--- src/rtl/cpu_sequencer.sv ---
// cpu_sequencer: multi-cycle fetch/decode/execute/writeback controller for the 8-bit CPU datapath
module cpu_sequencer #(
    parameter int PC_W = 8
) (
    input  logic            clk,
    input  logic            rst,
    input  logic            run,
    output logic            imem_req,
    output logic [PC_W-1:0] imem_addr,
    input  logic            imem_ack,
    input  logic [7:0]      imem_data,
    output logic [2:0]      rf_raddr_a,
    output logic [2:0]      rf_raddr_b,
    input  logic [7:0]      rf_rdata_a,
    input  logic [7:0]      rf_rdata_b,
    output logic [1:0]      alu_op,
    output logic [7:0]      alu_a,
    output logic [7:0]      alu_b,
    input  logic [7:0]      alu_y,
    output logic            rf_we,
    output logic [2:0]      rf_waddr,
    output logic [7:0]      rf_wdata,
    output logic            flag_zero,
    output logic            halted,
    output logic [2:0]      state,
    output logic [PC_W-1:0] pc
);
    localparam logic [2:0] S_FETCH  = 3'd0;
    localparam logic [2:0] S_DECODE = 3'd1;
    localparam logic [2:0] S_READ   = 3'd2;
    localparam logic [2:0] S_EXEC   = 3'd3;
    localparam logic [2:0] S_WB     = 3'd4;
    localparam logic [2:0] S_WB2    = 3'd5;
    localparam logic [2:0] S_HALT   = 3'd6;

    logic [2:0]      r_state;
    logic [2:0]      w_next;
    logic [PC_W-1:0] r_pc;
    logic [7:0]      r_ir;
    logic [7:0]      r_opa;
    logic [7:0]      r_opb;
    logic [7:0]      r_res;
    logic            r_zero;
    logic [1:0]      w_op;
    logic [2:0]      w_sub;
    logic            w_single;
    logic            w_halt;
    logic            w_swap;
    logic            w_fire;

    assign w_op     = r_ir[7:6];
    assign w_sub    = r_ir[5:3];
    assign w_single = (w_op == 2'd0) && (w_sub == 3'd1 || w_sub == 3'd2 || w_sub == 3'd3);
    assign w_halt   = (w_op == 2'd0) && (w_sub == 3'd7);
    assign w_swap   = (w_op == 2'd3);
    assign w_fire   = imem_req && imem_ack;

    always_ff @(posedge clk or posedge rst) begin
        if (rst)
            r_state <= S_FETCH;
        else
            r_state <= w_next;
    end

    always_comb begin
        w_next = S_FETCH;
        case (r_state)
            S_FETCH:  w_next = w_fire ? S_DECODE : S_FETCH;
            S_DECODE: w_next = w_halt ? S_HALT : (w_op != 2'd0 || w_single) ? S_READ : S_FETCH;
            S_READ:   w_next = w_swap ? S_WB : S_EXEC;
            S_EXEC:   w_next = S_WB;
            S_WB:     w_next = w_swap ? S_WB2 : S_FETCH;
            S_WB2:    w_next = S_FETCH;
            S_HALT:   w_next = S_HALT;
            default:  w_next = S_FETCH;
        endcase
    end

    // Single-operand ops work on B; two-operand ops write A, and SWAP's second beat writes B.
    always_comb begin
        imem_req = (r_state == S_FETCH) && run && !rst;
        rf_we    = (r_state == S_WB || r_state == S_WB2) && !rst;
        rf_waddr = (r_state == S_WB2 || w_op == 2'd0) ? r_ir[2:0] : r_ir[5:3];
        rf_wdata = (r_state == S_WB2) ? r_opa : w_swap ? r_opb : r_res;
        alu_op   = (w_op == 2'd1) ? 2'd0 : (w_op == 2'd2) ? 2'd1 :
                   (w_sub == 3'd1) ? 2'd0 : (w_sub == 3'd2) ? 2'd1 : 2'd3;
        alu_a    = (w_op == 2'd0) ? r_opb : r_opa;
        alu_b    = (w_op == 2'd0) ? ((w_sub == 3'd3) ? 8'd0 : 8'd1) : r_opb;
        halted   = (r_state == S_HALT);
    end

    always_ff @(posedge clk or posedge rst) begin
        if (rst) begin
            r_pc   <= '0;
            r_ir   <= 8'd0;
            r_opa  <= 8'd0;
            r_opb  <= 8'd0;
            r_res  <= 8'd0;
            r_zero <= 1'b0;
        end else begin
            if (r_state == S_FETCH && w_fire) begin
                r_ir <= imem_data;
                r_pc <= r_pc + PC_W'(1);
            end
            if (r_state == S_READ) begin
                r_opa <= rf_rdata_a;
                r_opb <= rf_rdata_b;
            end
            if (r_state == S_EXEC) begin
                r_res  <= alu_y;
                r_zero <= (alu_y == 8'd0);
            end
        end
    end

    assign imem_addr  = r_pc;
    assign pc         = r_pc;
    assign state      = r_state;
    assign flag_zero  = r_zero;
    assign rf_raddr_a = r_ir[5:3];
    assign rf_raddr_b = r_ir[2:0];
endmodule

--- config.mk ---
export PLATFORM = sky130hd
export DESIGN_NAME = cpu_sequencer
export DESIGN_NICKNAME = d
export VERILOG_FILES = /design/src/rtl/cpu_sequencer.sv
export SDC_FILE = /design/constraint.sdc
export NUM_CORES = 1
export LEC_CHECK = 0
export ABC_AREA = 1
export CAP_MARGIN = 10
export CORE_MARGIN = 4
export CORE_UTILIZATION = 40
export DETAILED_ROUTE_END_ITERATION = 10
export PLACE_DENSITY = 0.82
export REMOVE_ABC_BUFFERS = 1
export SYNTH_ARGS = -nofsm -noshare
export SYNTH_HDL_FRONTEND = slang
export SYNTH_SLANG_ARGS = --single-unit
--- constraint.sdc ---
create_clock -name clk -period 2.2 [get_ports clk]
set_clock_uncertainty 0.1 [all_clocks]
set_input_delay 0.44 -clock clk [delete_from_list [all_inputs] [get_ports clk]]
set_output_delay 0.44 -clock clk [all_outputs]
set_load 0.02 [all_outputs]
==> results of run 1 <==
-- registers in the layout, summed over array words and instances, names as in the netlist --
| name | flops |
|---|---|
| flag_zero | 1 |
| imem_addr | 8 |
| r_ir | 8 |
| r_opa | 8 |
| r_opb | 8 |
| r_res | 8 |
| state | 3 |
-- layer usage --
metal	global-route usage (%)	up-vias
met5	0	-
met4	4.75	0
met3	3.46	5
met2	29.7	62
met1	19.7	1051
li1	-	1166
-- cells in the final DEF, fill, tap and decap left out --
cell type and count:
nand2_1 113, clkdlybuf4s50_1 61, o21ai_0 48, dfrtp_1 44, inv_1 36, dlygate4sd2_1 17, nor2_1 16, clkbuf_2 9
nand3_1 8, o211ai_1 8, buf_4 8, clkdlybuf4s15_1 6, clkbuf_8 5, inv_2 3, nand3_2 3, nand4_1 3
buf_12 3, nor2_4 2, xnor2_1 2, a21oi_1 2, nor3_1 2, nand2_4 1, inv_4 1, xor2_1 1
nor2_2 1, maj3_1 1, a32oi_1 1, ha_1 1
-- cell families (layout without fill, tap and decap cells) --
logic type                 Yosys count  in the layout
xor gates and xnor gates             3              3
DFF                                 44             44
AOI/OAI and AO/OA                   59             59
buffers and inverters               64            149
adders and majority gates            2              2
and+or+nand+nor                    149            149
-- critical path: stages (launching register included) --
cell and delay, ns:
dfrtp_1 0.41, nand2_1 0.10, inv_1 0.07, buf_12 0.15, o211ai_1 0.15, o21ai_0 0.11
clkdlybuf4s15_1 0.30
-- worst paths after layout --
path,end,slack [ns],cells past startpoint
max,rf_wdata[7],0.09,6
min,r_res[5],0.39,2
max reg2reg,imem_addr[1],0.61,9
min reg2reg,r_res[5],0.39,2
max in group asynchronous,r_opa[2],1.07,3
min in group asynchronous,state[1],0.56,3
-- power by group through the flow --
stage	clock network (mW)	logic (mW)	registers, mW
finish	0.439	3.03	1.39
global route	0.487	3.35	1.44
CTS	0.462	3.08	1.39
detailed placement	0	3.37	1.41
global placement	0	3.31	1.39
floorplan	0	1.56	1.57
-- per-stage QoR --
stage | hold WS, ns | cell area, µm²
final | 0.393 | 3390
after CTS | 0.396 | 3410
after global placement | 0.364 | 3380
after floorplan | 0.354 | 2240
after global routing | 0.439 | 3390
after detailed placement | 0.378 | 3380
-- cell type report --
cell class	count	area share, %
clock buffers	5	2.03
well taps	75	2.77
multi-input cells	213	29.2
repair buffers	104	29.0
inverters	40	4.50
flip-flops and latches	44	32.5
-- what timing repair did --
action / CTS / global route
buffers inserted: 0 / 0
setup endpoints to repair: 32 / 15
resized for setup: 32 / 34
hold buffers: 0 / 0
==> impl.org, run 1 <==
** Logic synthesis
- After synthesis, the mean cell area works out to 7.52 µm².
- Fraction of synthesized cell area in xor and xnor cells :: 1.09%
- By area the synthesized netlist is led by dfrtp_1 46%, nand2_1 18%, o21ai_0 9.9%.
- Distinct cell type count after synthesis :: 25
- Cell count after synthesis :: 321
- Adder-cell share of the synthesized area :: 0.933%
- After synthesis, the largest family of logic cells by area is simple AND/OR/NAND/NOR gates.
- Post-synthesis async set-or-reset flop share :: 100%
- Register area share after synthesis :: 45.6%
- Flip-flop and latch count after synthesis :: 44
- Of all cell types, the one taking the most synthesized area is dfrtp_1.
- Synthesized-area fraction occupied by and/or/nand/nor cells :: 25.6%
- Number of warning messages in the yosys log :: 0
- Commonest cells in the synthesized netlist :: 113 x nand2_1, 48 x o21ai_0, 44 x dfrtp_1
- Leading cell type by number of instances after synthesis :: nand2_1
- After synthesis the cells add up to 2410 µm².
- Multiplexer cells account for 0% of the synthesized area.
- Commonest register cell after synthesis :: dfrtp_1
- In this run the biggest area consumer among cell types represents 45.6% of the synthesized area.
- Yosys mapped a number of flops with a built-in enable equal to 0.
- The synthesized netlist devotes 13.2% of its cell area to compound gates.

** CTS
- In this run the deepest clock path goes through 2 buffers.
- Root Buffer :: clkbuf_8
- Clock latency at the later pin of the worst-skew pair :: 0.28 ns
- CTS built an H-tree with a depth of 2.
- TritonCTS built the clock tree.
- Clock slew seen by the registers of the worst setup and hold paths :: 0.07 ns
- TritonCTS Sinks :: 44
- CTS buffer count :: 5

** Drt
- Total iterations of the first detailed-routing run :: 4
- Detailed routing placed a total of 383 µm of wire on met3.
- Remaining antenna violation count after routing :: 0
- In the final routing, the length of wire on met1 measures 2410 µm.
- Drt total wl :: 5840 µm
- Via Count :: 2284
- Wire per inst :: 12.1 µm
- Count of unresolved DRC violations after routing :: 0
- After the first detailed-routing iteration, the DRC count stood at 60.
- Top layer in use :: met4
- The routed design uses 2980 µm of met2 wire.
- Vias/cell :: 4.75

** Global route
- The via count of the first global-routing pass was 2214.
- Global router's overall resource usage :: 16.5%
- Pin count of the biggest net entering global routing :: 45
- The first global-routing pass estimated 9860 µm of wire.
- Antenna violations before repair :: 0
- Summed over all layers, the global routing overflow is 0.

** Worst setup path
- Required time at the endpoint of the critical path :: 1.66 ns
- The worst setup path is launched from a flop.
- CP Max Fanout :: 16
- In this run the worst setup path begins at r_ir[6].
- The worst setup path is captured at a primary output.
- In this run the critical register-to-register path is launched from state[2].
- The worst setup path is of the reg2out kind.
- For the worst setup path, the data arrival time is 1.57 ns.

** Power and ir drop
- Power density relative to cell area :: 1430 nW/µm²
- Switching component of the power :: 2.29 mW
- Final Total Pwr :: 4.87 mW
- Per report_power, the combinational group accounts for 62.3% of the total.
- Across the VDD grid, the largest voltage drop is 694 µV.
- Cell internal power was estimated by the tool at 2.57 mW.
- Sequential cells account for 28.6% of the total power.
- Part of the power in the clock network :: 9.0%
- For this design the static power due to leakage is 1.65 nW.
- Sw Share :: 47.1%

** Timing
- Final worst path period need :: 2.11 ns
- Share of the cycle needed by the critical path after routing :: 95.8%
- Peak Freq :: 474 MHz
- Pins over their slew limit :: 0
- The final-report hold violation count is 0.
- Across all setup checks in the final design, the least slack found is 0.0917 ns.
- Actual slew at the worst max-slew pin :: 0.551 ns
- The worst pin sits at a relative slew slack of 63.3%.
- Setup violations remaining at the end of the flow were counted as 0.
- Setup total negative slack on the finished layout was measured at 0 ns.
- Setup repair after global routing left no endpoint under its margin.

** Cells and area
- Compared with the post-synthesis result, the final layout area differs by 40.5%.
- For this run, the post-layout net count is 445.
- Fin util :: 57.6%
- Cells with a size suffix above 1 make up 8.87% of the layout.
- Leaving out filler cells and counting taps, the final layout contains 481.
- FF+latch area :: 1100 µm²
- The repair_antennas step left the layout with diodes totalling 0.
- Fill cells :: 571
- The multi-input combinational cells in the finished layout cover a total of 991 µm².

** Place
- In this run the tool buffered the top-level ports with 93 buffer cells.
- The HPWL after detailed placement is 4430 µm.
- In this run, placement finished with an instance count of 476.
- GP Congestion :: 0.759
- Before CTS, the worst setup slack after placement is -0.0846 ns.

** Die
- The die covers 7340 µm².
- The floorplan has 28 rows.
- Core region area :: 5890 µm²
- Top-level I/O count :: 94
- In this run the horizontal extent of the chip is 85.7 µm.
- Initial core utilization :: 41.0%
- Chip Height :: 85.7 µm

** Hold path
- In this run the most critical hold path is launched from r_res[5].
- Class of the tightest hold or removal check :: reg2reg

** Job
- Across the run, the number of max-cap violations was 0.

** Run status
- Result of the run :: finished, final reports clean
Note: power is estimated with default switching activity, not from simulation.
==> run 2: changes to the inputs <==
--- a/config.mk
+++ b/config.mk
@@ -9,6 +9,7 @@
 export CAP_MARGIN = 10
 export CORE_MARGIN = 4
 export CORE_UTILIZATION = 40
+export CTS_CLUSTER_SIZE = 20
 export DETAILED_ROUTE_END_ITERATION = 10
 export PLACE_DENSITY = 0.82
 export REMOVE_ABC_BUFFERS = 1
==> constraint.sdc (replaced) <==
create_clock -name clk -period 1.8 [get_ports clk]
set_clock_uncertainty 0.1 [all_clocks]
set_input_delay 0.36 -clock clk [delete_from_list [all_inputs] [get_ports clk]]
set_output_delay 0.36 -clock clk [all_outputs]
set_load 0.02 [all_outputs]
==> run 2 against run 1 <==
Net effect:
- the flow now finishes with violations (negative setup slack)
- power increased by 49%
- combinational power increased by 61%
- worst setup slack got worse by 0.17 ns
- cell area increased by 12%
- non-clock buffer count increased by 23
- wire length increased by 19%
- critical path type unchanged
- highest routed layer unchanged
==> impl.org, run 2 (same netlist as run 1, synthesis figures left out) <==
** Worst setup path
- The number of buffers and inverters on the critical path came to 3 (unchanged).
- CP Data Arrival Time :: 1.42 ns (was 1.57 ns)
- The delay of the slowest critical-path stage is 0.45 ns (was 0.41 ns).
- Family with the most delay on the worst path :: buffers and inverters (unchanged)
- Cell breakdown of the critical path: nor2_4, buf_6, buf_16, o21ai_1, buf_4 (was nand2_1, inv_1, buf_12, o211ai_1, o21ai_0, clkdlybuf4s15_1).
- Required time at the endpoint of the critical path :: 1.34 ns (was 1.66 ns)
- The element type at the critical path start was a flop (unchanged).
- The internal reg-to-reg setup slack is 0.13 ns (was 0.61 ns).
- The slowest cell on the critical path is dfrtp_2 (was dfrtp_1).
- The worst-path maximum fanout is 6 (was 16).
- The classification of the worst setup path is reg2out (unchanged).
- Type of destination of the critical path :: primary output (unchanged)

** CTS
- The total number of H-tree levels was 2 (unchanged).
- Root Buffer :: clkbuf_8 (unchanged)
- The clock sink total is 44 (unchanged).
- Cts hold-fix bufs :: 0 (unchanged)
- Clock tree from TritonCTS :: done (unchanged)
- The worst-skew pair later-pin latency was 0.29 ns (was 0.28 ns).
- Clock slew seen by the registers of the worst setup and hold paths :: 0.08 ns (was 0.07 ns)
- Buffer depth of the longest clock path :: 2 (unchanged)
- The number of buffers added by the clock tree synthesis step came to 5 (unchanged).

** Timing
- The max-slew violation count came to 0 (unchanged).
- Of the available clock period, the critical path in the final layout requires 105%.
- Peak Freq :: 531 MHz
- The worst hold slack was 0.395 ns (was 0.393 ns).
- Worst setup margin :: -0.0822 ns (was 0.0917 ns)
- Slew HR :: 62.9% (was 63.3%)
- Setup repair after global routing missed its margin: true (was false).
- Counting I/O delays and the setup requirement, the final critical path takes 1.88 ns.
- Actual slew at the worst max-slew pin :: 0.556 ns (was 0.551 ns)
- Final setup violating endpoints :: 25 (was 0)
- The final-report hold violation count was 0 (unchanged).

** Power and ir drop
- Sw Share :: 45.8% (was 47.1%)
- Part of the power in the clock network :: 8.7% (was 9.0%)
- The share of total power in sequential cells came to 23.9% (was 28.6%).
- The total power density per cell area was 1920 nW/µm² (was 1430 nW/µm²).
- The switching power of the nets came to 3.32 mW (was 2.29 mW).
- Int Power :: 3.94 mW (was 2.57 mW)
- Maximum vdd ir drop :: 965 µV (was 694 µV)
- The part of the total power dissipated in combinational logic was 67.4% (was 62.3%).
- Leakage component of the power :: 1.91 nW (was 1.65 nW)

** Drt
- The final antenna-violating net count came to 0 (unchanged).
- The post-detailed-route DRC marker count is 0 (unchanged).
- Drt total wl :: 6950 µm (was 5840 µm)
- The ratio of routed vias to standard cells was 4.78 (was 4.75).
- Via Count :: 2429 (was 2284)
- DR iter-0 viols :: 101 (was 60)
- Wire per inst :: 13.7 µm (was 12.1 µm)
- The first-pass iteration count of the detailed router is 4 (unchanged).

** Die
- Initial core utilization :: 41.0% (unchanged)
- The vertical extent of the die came to 85.7 µm (unchanged).
- The core area was 5890 µm² (unchanged).
- Area of the die :: 7340 µm² (unchanged)
- Die X-Extent :: 85.7 µm (unchanged)
- The cell row count is 28 (unchanged).
- The count of pins on the block boundary came to 94 (unchanged).

** Global route
- The combined global-route utilization of all metal layers was 18.3% (was 16.5%).
- The global-route wire length before repair is 10700 µm (was 9860 µm).
- The via count of the first global-routing pass is 2362 (was 2214).
- Antenna violations before repair :: 0 (unchanged)
- Pin count of the biggest net entering global routing :: 45 (unchanged)
- Remaining global-route overflow :: 0 (unchanged)

** Cells and area
- The ratio of cells with drive above 1 in the final layout was 24.9% (was 8.87%).
- The commonest non-fill, non-tap cell in the layout is nand2_1 (unchanged).
- Total inserted antenna cells :: 0 (unchanged)
- The total of fill cells in the finished design is 513 (was 571).
- Most frequent cells in the layout: 107 x nand2_1, 42 x dfrtp_1, 39 x clkdlybuf4s50_1 (was 113 x nand2_1, 61 x clkdlybuf4s50_1, 48 x o21ai_0).
- The core utilization of the finished layout came to 64.3% (was 57.6%).
- Layout area overhead :: 56.8% (was 40.5%)
- Net count, final :: 469 (was 445)

** Place
- The detailed-placement wirelength estimate was 4630 µm (was 4430 µm).
- The final estimated routing congestion in global placement is 0.832 (was 0.759).
- IO buf count :: 93 (unchanged)

** Job
- The total of max-cap violations was 0 (unchanged).

** Hold path
- The path category of the worst min-delay check was reg2reg (unchanged).

** Run status
- Result of the run :: finished with violations (was finished, final reports clean)
- Violated checks :: negative setup slack
## run 2: repair_timing
action                     in CTS  in global routing
gates resized for setup       224                 52
buffers inserted                4                  2
pin swaps                       5                 12
gates cloned                    2                  2
setup endpoints to repair      54                 31
## run 2: worst paths after layout
check,startpoint,end,depth (start not counted)
min in group asynchronous,rst,r_opb[6],3
max in group asynchronous,rst,r_ir[7],3
setup reg to reg,r_ir[7],state[1],8
hold / removal,flag_zero,flag_zero,2
hold reg to reg,flag_zero,flag_zero,2
setup / recovery,r_ir[7],alu_b[0],5
## run 2: layout make-up
type / count / area (µm²) / share of cell area, %
clock buffer: 8 / 90.1 / 2.38
inverter: 40 / 160 / 4.23
multi-input combinational: 213 / 1100 / 29.0
sequential: 44 / 1100 / 29.1
tap: 75 / 93.8 / 2.48
timing repair buffer: 127 / 1230 / 32.6
timing repair inverter: 1 / 6.26 / 0.165
## run 2: stage by stage
stage          setup TNS (ns)  instances  setup slack, ns  instance area (µm²)  total power [mW]
6_report                -1.32        508          -0.0822                 3790              7.26
5_1_grt                 -3.50        508           -0.164                 3790              7.75
4_1_cts                 -1.25        504          -0.0848                 3620              6.80
3_5_place_dp            -4.97        491           -0.299                 3520              6.07
3_3_place_gp            -4.47        491           -0.281                 3520              5.98
2_1_floorplan          -10.99        297           -0.491                 2240              3.83
## run 2: layer usage
layer / global-route usage [%] / wire, µm
met5: 0 / 0
met4: 5.61 / 70
met1: 22.3 / 2820
met2: 32.6 / 3570
met3: 3.27 / 493
## run 2: power by group through the flow
stage / Clock [mW] / Sequential, mW / Combinational (mW)
floorplan: 0 / 1.92 / 1.91
global placement: 0 / 1.69 / 4.29
detailed placement: 0 / 1.71 / 4.37
CTS: 0.648 / 1.70 / 4.46
global route: 0.687 / 1.78 / 5.28
finish: 0.634 / 1.73 / 4.89
## run 2: worst reg2reg max path, delay by kind of cell (launching register included)
kind                   cells  cell delay (ns)
AOI/OAI and AO/OA          1             0.16
and+or+nand+nor            3             0.30
buffers and inverters      4             0.53
DFF                        1             0.45
